### src/rtl/timer_ctrl_if.sv
// Memory-mapped peripheral bus between the CPU data-memory stage and timer_ctrl.
// The CPU owns address, strobes and store data; the peripheral returns read data and decode hit.
interface timer_ctrl_if;
    logic [31:0] addr;
    logic        mem_read;
    logic        mem_write;
    logic [31:0] wr_data;
    logic [31:0] rd_data;
    logic        hit;

    modport master (
        output addr, mem_read, mem_write, wr_data,
        input  rd_data, hit
    );

    modport slave (
        input  addr, mem_read, mem_write, wr_data,
        output rd_data, hit
    );
endinterface

### src/rtl/timer_ctrl.sv
// Interval timer at BASE_ADDR: TH reload, TL counter, TCON control/status, DBG latch to LEDs.
// TL counts on prescaled ticks, reloads from TH on overflow and sets a sticky interrupt status.
module timer_ctrl #(
    parameter logic [31:0] BASE_ADDR = 32'h4000_0000,
    parameter int          PRESCALE  = 1
) (
    input  logic         clk,
    input  logic         reset,
    timer_ctrl_if.slave  bus,
    output logic         irq,
    output logic [7:0]   led
);

    localparam logic [15:0] PS_LAST = 16'(PRESCALE - 1);

    typedef enum logic [1:0] {
        REG_TH   = 2'd0,
        REG_TL   = 2'd1,
        REG_TCON = 2'd2,
        REG_DBG  = 2'd3
    } reg_sel_e;

    logic [31:0] th;
    logic [31:0] tl;
    logic [2:0]  tcon;
    logic [31:0] dbg;
    logic [15:0] pcnt;

    logic        hit;
    reg_sel_e    sel;
    logic        wr_th, wr_tl, wr_tcon, wr_dbg;
    logic        tick;
    logic        ovf;
    logic        unused_addr_bits;

    assign hit     = (bus.addr[31:4] == BASE_ADDR[31:4]);
    assign bus.hit = hit;
    assign sel     = reg_sel_e'(bus.addr[3:2]);

    assign unused_addr_bits = ^bus.addr[1:0];

    assign wr_th   = bus.mem_write && hit && (sel == REG_TH);
    assign wr_tl   = bus.mem_write && hit && (sel == REG_TL);
    assign wr_tcon = bus.mem_write && hit && (sel == REG_TCON);
    assign wr_dbg  = bus.mem_write && hit && (sel == REG_DBG);

    assign tick = tcon[0] && (pcnt == PS_LAST);
    assign ovf  = tick && (tl == 32'hFFFF_FFFF);

    always_ff @(posedge clk or posedge reset) begin
        if (reset) begin
            pcnt <= '0;
        end else if (!tcon[0] || tick) begin
            pcnt <= '0;
        end else begin
            pcnt <= pcnt + 16'd1;
        end
    end

    // Software writes take priority over the counter; reload always sees the pre-write TH.
    always_ff @(posedge clk or posedge reset) begin
        if (reset) begin
            th   <= '0;
            tl   <= '0;
            tcon <= '0;
            dbg  <= '0;
        end else begin
            if (wr_th)
                th <= bus.wr_data;

            if (wr_tl)
                tl <= bus.wr_data;
            else if (ovf)
                tl <= th;
            else if (tick)
                tl <= tl + 32'd1;

            if (wr_tcon)
                tcon <= bus.wr_data[2:0];
            else if (ovf && tcon[1])
                tcon[2] <= 1'b1;

            if (wr_dbg)
                dbg <= bus.wr_data;
        end
    end

    always_comb begin
        bus.rd_data = 32'h0;
        if (bus.mem_read && hit) begin
            case (sel)
                REG_TH:   bus.rd_data = th;
                REG_TL:   bus.rd_data = tl;
                REG_TCON: bus.rd_data = {29'h0, tcon};
                default:  bus.rd_data = dbg;
            endcase
        end
    end

    assign irq = tcon[1] & tcon[2];
    assign led = dbg[7:0];

endmodule

### src/flat_wrapper.sv
// flat-port wrapper written by rule: the top's interface ports become plain ports
module timer_ctrl_flat 
#(
    parameter logic [31:0] BASE_ADDR = 32'h4000_0000,
    parameter int          PRESCALE  = 1
)
  (clk, reset, irq, led, bus_addr, bus_mem_read, bus_mem_write, bus_wr_data, bus_rd_data, bus_hit);
  timer_ctrl_if bus_i ();
  input  logic clk;
  input  logic reset;
  output logic irq;
  output logic [7:0] led;
  input wire logic [$bits(bus_i.addr)-1:0] bus_addr;
  input wire logic [$bits(bus_i.mem_read)-1:0] bus_mem_read;
  input wire logic [$bits(bus_i.mem_write)-1:0] bus_mem_write;
  input wire logic [$bits(bus_i.wr_data)-1:0] bus_wr_data;
  output wire logic [$bits(bus_i.rd_data)-1:0] bus_rd_data;
  output wire logic [$bits(bus_i.hit)-1:0] bus_hit;
  assign bus_i.addr = bus_addr;
  assign bus_i.mem_read = bus_mem_read;
  assign bus_i.mem_write = bus_mem_write;
  assign bus_i.wr_data = bus_wr_data;
  assign bus_rd_data = bus_i.rd_data;
  assign bus_hit = bus_i.hit;
  timer_ctrl #(.BASE_ADDR(BASE_ADDR), .PRESCALE(PRESCALE)) u_core (.clk(clk), .reset(reset), .bus(bus_i), .irq(irq), .led(led));
endmodule
### config.mk
export PLATFORM = sky130hd
export DESIGN_NAME = timer_ctrl_flat
export DESIGN_NICKNAME = d
export VERILOG_FILES = /design/src/rtl/timer_ctrl_if.sv /design/src/rtl/timer_ctrl.sv /design/src/flat_wrapper.sv
export SDC_FILE = /design/constraint.sdc
export NUM_CORES = 1
export LEC_CHECK = 0
export CORE_MARGIN = 2
export CORE_UTILIZATION = 54
export CTS_CLUSTER_SIZE = 12
export DETAILED_ROUTE_END_ITERATION = 6
export GPL_TIMING_DRIVEN = 1
export PLACE_DENSITY_LB_ADDON = 0.15
export SYNTH_ARGS = -nofsm -noshare
export SYNTH_HDL_FRONTEND = slang
export SYNTH_SLANG_ARGS = --single-unit
### constraint.sdc
create_clock -name clk -period 5.2 [get_ports clk]
set_clock_uncertainty 0.15 [all_clocks]
set_input_delay 1.3 -clock clk [delete_from_list [all_inputs] [get_ports clk]]
set_output_delay 1.3 -clock clk [all_outputs]
set_load 0.01 [all_outputs]
Word level (Yosys, flattened, before mapping) --
Cells that the tools add are included.
Word-level totals: word-level logic and storage cells 37, flip-flop bits (word level) 115, output and inout bits 42, input bits 68
Cells by class: bitwise operators 1, reduce and logical (&&, ||, !) cells 15, multiplexer cells 8, equal/unequal tests 5, add/subtract/negate cells 2
Operators with widths (count):
- $mux W32 | 4
- $pmux W32 S3 | 1
- $add A32 B1 Y32 const B | 1
- $eq A32 B32 Y1 const B | 1
- $eq A28 B27 Y1 const B | 1
- $add A16 B1 Y16 const B | 1
- $logic_not A16 Y1 | 1
- $mux W16 | 1
- $logic_and A1 B1 Y1 | 9
- $eq A2 B2 Y1 const B | 2
- $reduce_bool A3 Y1 | 1
- $eq A2 B1 Y1 const B | 1
- $logic_not A2 Y1 | 1
- $mux W1 | 2
- $reduce_bool A2 Y1 | 1
- $and A1 B1 Y1 | 1
- $logic_not A1 Y1 | 1
- $logic_or A1 B1 Y1 | 1

Depth between registers and ports, before layout --
Gate-level depths: netlist (run 1).
depth after elaboration 6, gate-level depth with buffers 10, gate-level depth less buffers 8

Worst setup path before layout (run 1) --
OpenSTA, ideal clock, no wires.
path kind in2out, from input bus_addr[14], to output bus_rd_data[21], arrival 2.775 ns, stages 7, slack 0.975 ns, buffers on the path 2, data required time 3.750 ns, cell sequence nor4_1 > nand4_1 > nor2_2 > nand2_1 > clkbuf_1 > buf_1 > nor2_1
Between the ends: cells in the longest elaborated chain, start to end 3
RTL lines:
- start: declaration | line flat_wrapper.sv:13 | input wire logic [$bits(bus_i.addr)-1:0] bus_addr;
- $eq A28 B27 Y1 | line timer_ctrl.sv:36 | assign hit = (bus.addr[31:4] == BASE_ADDR[31:4]);
- via bus_hit | line flat_wrapper.sv:18 | output wire logic [$bits(bus_i.hit)-1:0] bus_hit;
- $logic_and A1 B1 Y1 | line timer_ctrl.sv:90 | if (bus.mem_read && hit) begin
- $mux W32 | line timer_ctrl.sv:90
- end: declaration | line flat_wrapper.sv:17 | output wire logic [$bits(bus_i.rd_data)-1:0] bus_rd_data;
The timed path passes the listed nets, and every way through them passes these cells.

Worst setup path in the final report (run 1) --
from input bus_addr[19], to output bus_rd_data[6]
Between the ends: cells in the longest elaborated chain, start to end 3
RTL lines (line):
- $eq A28 B27 Y1 | timer_ctrl.sv:36
- $logic_and A1 B1 Y1 | timer_ctrl.sv:90
- $mux W32 | timer_ctrl.sv:90
Every way passes these cells.

==> results of run 1 <==
==> stage by stage <==
stage | power, mW | cell area, sq um | util, % | worst slack, ns | instances
final | 2.10 | 8360 | 69.6 | 0.213 | 930
after detailed placement | 1.03 | 7810 | 65.0 | 0.203 | 899
after global placement | 1.03 | 7810 | 65.0 | 0.274 | 899
after global routing | 2.15 | 8360 | 69.6 | 0.0359 | 930
after CTS | 2.10 | 8360 | 69.6 | 0.201 | 930
after floorplan | 0.953 | 6660 | - | 0.706 | 681
==> layer usage <==
layer,vias up,track usage [%],part of all wire [%]
li1,2626,-,-
met3,22,7.54,7.1
met1,2772,37.2,44
met2,213,46.7,48
met5,-,0,0
met4,0,8.76,1.5
==> sequential cells by signal (all words and copies together) (netlist names) <==
register     flops
u_core.th       32
u_core.dbg      32
u_core.tcon      3
u_core.pcnt     16
u_core.tl       32
==> how the worst max path moves through the flow <==
stage	start	endpoint	slack, ns	depth (start not counted)
2_1_floorplan	reset	u_core.dbg[0]$_DFFE_PP0P_	0.71	1
3_3_place_gp	bus_addr[19]	bus_rd_data[11]	0.27	8
3_5_place_dp	bus_addr[19]	bus_rd_data[16]	0.20	8
4_1_cts	bus_addr[19]	bus_rd_data[6]	0.20	8
5_1_grt	bus_addr[19]	bus_rd_data[13]	0.04	8
6_report	bus_addr[19]	bus_rd_data[6]	0.21	8
==> placed cells by master (no fill, tap or decap), types with 5 or more instances in the layout <==
cell type	synthesis	routed
mux2_2	67	67
xnor2_1	17	17
a21o_1	6	6
a211oi_1	5	5
o21ai_0	15	15
o21ai_1	13	13
nand2_1	41	41
and3_1	27	27
buf_4	11	12
a21oi_1	53	53
clkdlybuf4s50_1	0	106
clkbuf_16	0	17
dfrtp_1	115	115
xor2_1	15	15
nor4_1	16	16
nand3_1	15	15
clkbuf_8	0	7
nor2_1	87	87
inv_1	10	9
nand4_1	18	18
a31oi_1	9	9
mux2i_1	42	42
nor3_1	8	8
==> area by class of cell <==
class                      instances  area share [%]
sequential                       115            34.4
tap                              147            2.20
clock inverter                     4           0.239
inverter                          10           0.479
multi-input combinational        506            42.0
timing repair buffer             121            14.3
clock buffer                      27            6.38
==> kinds of logic (layout without fill, tap and decap cells) <==
logic type | after synthesis | in the layout
and+or+nand+nor | 244 | 244
AOI/OAI and AO/OA | 115 | 115
DFF | 115 | 115
buffers and inverters | 60 | 162
adders and majority gates | 3 | 3
xor gates and xnor gates | 32 | 32
muxes | 112 | 112
==> power groups by stage <==
stage | registers (mW) | logic (mW) | clock network, mW
floorplan | 0.911 | 0.0417 | 0
global placement | 0.911 | 0.116 | 0
detailed placement | 0.911 | 0.118 | 0
CTS | 0.896 | 0.119 | 1.09
global route | 0.895 | 0.127 | 1.13
finish | 0.896 | 0.117 | 1.08
==> reports/metrics.yaml, run 1 <==
initial_core_util_pct: 55.5
drc: 0
die_area_sq_mm: 0.0132
fmax_mhz: 201
cts_tree: "built"
cts_sinks: 115
ys_top_cells_by_count: "dfrtp_1, nor2_1, mux2_2"
p_clk_share_pct: 51.7
synth-compound-area-share_pct: 9.97
critical-path-top-delay-family: "buffers and inverters"
synth-adder-area-share_pct: 0.563
clock_path_buffers: 2
dr.pass1.iters: 5
yosysMostFrequentCell: "dfrtp_1"
area_growth_pct: 25.5
cts_setup_buffers: 0
ys_types: 51
root_buffer: "clkbuf_16"
gp_congestion: 0.889
finalCriticalPeriod_ns: 4.99
h-tree-depth: 4
antenna_found_initial: 0
rsz0062_at_grt: "no"
synthFlopType: "dfrtp_1"
path_cells: "clkdlybuf4s50_1 -> nor4_1 -> nand3_1 -> nor2_2 -> nand2_1 -> buf_4 -> nor2_1 -> clkdlybuf4s50_1"
grt_pass1_vias: 5553
r2r_start: "u_core.pcnt[7]$_DFF_PP0_"
drv_slew: 0
hold_depth: 1
row_count: 40
regToRegEndpoint: "u_core.tl[15]$_DFFE_PP0P_"
p_switching_mw: 0.452
grtUsageTotal_pct: 28.4
grt_pass1_wl_um: 28900
via_per_inst: 6.06
io_pins: 110
register_area_sq_mm: 0.00288
drive_gt1_share_pct: 15.6
status: "finished clean"
hold_end: "u_core.dbg[8]$_DFFE_PP0P_"
grt_max_degree: 81
async_reset_ff_share_pct: 100
crit_fanout: 29
hold_buffers: 0
ir_worst_vdd_mv: 0.201
dieHeight_um: 115
drv_cap: 0
routed-via-count: 5633
min_from: "u_core.dbg[8]$_DFFE_PP0P_"
hpwl_um: 12200
n_fill_cell: 937
insertion_delay_ns: 0.43
ys_seq_elements: 115
drtIter0Drc: 438
cp-end-kind: "output port"
muxShareOfSynthArea_pct: 18.6
synth_xor_area_share_pct: 4.21
insertedDiodeCount: 0
synth_top_area_share_pct: 43.2
ys_seq_area_share_pct: 43.2
routedWlPerCell_um: 19.3
yosysTopAreaCell: "dfrtp_1"
sequentialPowerShare_pct: 42.7
crit_top_cell: "clkdlybuf4s50_1"
synth_top_family_by_area: "simple AND/OR/NAND/NOR gates"
min_path_type: "flip-flop to flip-flop"
max-slew-margin-rel_pct: 25.7
cp_data_arrival_time_ns: 3.54
setup-violations-final: 0
finalCritPeriodShare_pct: 95.9
p_leak_nw: 3.67
routed_wl_um: 17900
die_w_um: 115
internal_power_mw: 1.65
ys.warnings.count: 0
critPathKind: "input pin to output port"
core-area_sq_mm: 0.0120
syn-cell-area_sq_mm: 0.00666
p_comb_share_pct: 5.6
cp_slowest_cell: "clkdlybuf4s50_1"
whs_ns: 0.353
syn_inst: 681
synth-edff-count: 0
grt_overflow: 0
synth_nets: 752
num-nets-final: 842
rrSetupSlack_ns: 1.69
critPathLaunchType: "input pin"
path_clk_slew_ns: 0.05
post_cts_resized: 0
hold_violations: 0
critPathBufInv: 3
powerDensity_mw_per_mm2: 251
port_buffers: 107
synth.area.top_cells: "dfrtp_1, mux2_2, mux2i_1"
cpPeakStageDelay_ns: 0.57
rr_worst_depth: 6
synthSimpleGateAreaFrac_pct: 19.2
cts_inserted_buffers: 17
multi_input_area_sq_mm: 0.00351
drtAntennaViolNets: 0
finalSetupTns_ns: 0
tightest_slew_ns: 1.11
required_ns: 3.75
syn-mean-instance-area_sq_um: 9.78
switching_share_pct: 21.5
Note: power is estimated with default switching activity, not from simulation.
==> inputs of run 2 (changes only) <==
- SKIP_CTS_REPAIR_TIMING: not set -> 1
==> results of run 2 <==
No change in the layout: final DEF, timing and power equal those of run 1.
==> inputs of run 3 (changes only) <==
- SLEW_MARGIN: not set -> 40
==> reports/metrics.yaml, run 3 (synthesized netlist as in run 1, its figures left out) <==
reg_top3: "u_core.dbg: 32 flops, u_core.th: 32 flops, u_core.tl: 32 flops"
grt_overflow: 0  # unchanged
row_count: 40  # unchanged
grtUsageTotal_pct: 28.4  # about the same
cts_tree: "built"
crit_fanout: 29  # unchanged
initial_core_util_pct: 55.5  # unchanged
max-slew-margin-rel_pct: 44.8  # +19 points
via_per_inst: 6.12  # +1.0%
cts_inserted_buffers: 17  # unchanged
tightest_slew_ns: 0.829  # -0.282 ns
powerDensity_mw_per_mm2: 253  # +0.82%
insertedDiodeCount: 0  # unchanged
core-area_sq_mm: 0.0120  # unchanged
port_buffers: 107  # unchanged
critPathKind: "input pin to output port"
cpPeakStageDelay_ns: 0.56  # about the same
setup-violations-final: 0  # unchanged
rrSetupSlack_ns: 2.06  # +0.37 ns
io_pins: 110  # unchanged
dr.pass1.iters: 7  # +2
hpwl_um: 12200  # about the same
die_area_sq_mm: 0.0132  # unchanged
critPathLaunchType: "input pin"
gp_congestion: 0.889  # unchanged
routed_wl_um: 17900  # about the same
routedWlPerCell_um: 19.3  # -0.13%
postLayoutCoreUtil_pct: 69.9  # +0.33 points
finalCriticalPeriod_ns: 5.00  # +0.0177 ns
drive_gt1_share_pct: 15.9  # +0.34 points
cts_sinks: 115  # unchanged
num-nets-final: 844  # +0.24%
dp_slack_ns: 0.215  # +0.0117 ns
instances_no_fill: 932  # +0.22%
dieHeight_um: 115  # unchanged
status: "finished clean"
finalCritPeriodShare_pct: 96.2  # +0.34 points
grt_max_degree: 81  # unchanged
finalSetupTns_ns: 0  # unchanged
drv_cap: 0  # unchanged
insertion_delay_ns: 0.42  # about the same
critPathBufInv: 3  # unchanged
cp-end-kind: "output port"
drc: 0  # unchanged
worst_slack_ns: 0.196  # -0.0177 ns
path_clk_slew_ns: 0.05  # about the same
min_path_type: "flip-flop to flip-flop"
whs_ns: 0.355  # +0.00237 ns
final_common_cell: "dfrtp_1"
drtIter0Drc: 536  # +22%
hold_violations: 0  # unchanged
clock_path_buffers: 2  # unchanged
p_leak_nw: 3.68  # +0.40%
dp_cells: 901  # +0.22%
critical-path-top-delay-family: "buffers and inverters"
required_ns: 3.75  # about the same
h-tree-depth: 4  # unchanged
ir_worst_vdd_mv: 0.176  # -12%
grt_pass1_vias: 5641  # +1.6%
crit_top_cell: "clkdlybuf4s50_1"
path_cells: "clkdlybuf4s50_1 -> nor4_1 -> nand3_1 -> nor2_2 -> nand2_1 -> buf_4 -> nor2_1 -> clkdlybuf4s50_1"
drv_slew: 0  # unchanged
die_w_um: 115  # unchanged
final_cell_mix: "dfrtp_1, clkdlybuf4s50_1, nor2_1"
grt_pass1_wl_um: 29100  # +0.60%
fmax_mhz: 200  # -0.35%
routed-via-count: 5703  # +1.2%
rsz0062_at_grt: "no"
antenna_found_initial: 0  # unchanged
drtAntennaViolNets: 0  # unchanged
n_fill_cell: 922  # -1.6%
root_buffer: "clkbuf_16"
cp_slowest_cell: "clkdlybuf4s50_1"
cp_data_arrival_time_ns: 3.55  # about the same
area_growth_pct: 26.1
[run 3: path summary, 6_finish.rpt]
check                                                 from  cells past startpoint                    endpoint
worst max-delay path                          bus_addr[19]                      8             bus_rd_data[23]
worst min-delay path            u_core.dbg[17]$_DFFE_PP0P_                      1  u_core.dbg[17]$_DFFE_PP0P_
worst max register to register    u_core.pcnt[7]$_DFF_PP0_                      6   u_core.tl[15]$_DFFE_PP0P_
worst min register to register  u_core.dbg[17]$_DFFE_PP0P_                      1  u_core.dbg[17]$_DFFE_PP0P_
max in group asynchronous                            reset                      3  u_core.dbg[17]$_DFFE_PP0P_
min in group asynchronous                            reset                      2   u_core.dbg[3]$_DFFE_PP0P_
[run 3: power by group]
part / total (mW) / internal [mW] / switching [mW]
Clock: 1.11 / 0.727 / 0.384
Sequential: 0.896 / 0.896 / 0.000000132
Combinational: 0.117 / 0.0596 / 0.0577
[run 3: metal layers]
metal,vias up,GRT usage [%],part of all wire [%]
li1,2639,-,-
met1,2795,37.3,44
met2,243,46.4,47
met3,26,6.64,7.1
met4,0,10.3,1.9
met5,-,0,0
[run 3: cell type report]
class                      instances  area [sq um]  share of cell area, %
multi-input combinational        506          3520                   41.9
sequential                       115          2880                   34.3
timing repair buffer             123          1210                   14.4
clock buffer                      27           523                   6.23
tap                              147           184                   2.19
clock inverter                     4          45.0                  0.536
inverter                          10          42.5                  0.506
[run 3: worst reg2reg max path: cells and delay by family, from the launching register on]
kind	cells	cell delay, ns
AND/OR/NAND/NOR	5	2.15
AO/OA/AOI/OAI	1	0.37
flip-flops	1	0.41
[run 3: per-stage QoR]
stage / cell area [sq um] / power [mW]
2_1_floorplan: 6660 / 0.953
3_3_place_gp: 7810 / 1.03
3_5_place_dp: 7830 / 1.03
4_1_cts: 8400 / 2.14
5_1_grt: 8400 / 2.19
6_report: 8400 / 2.12
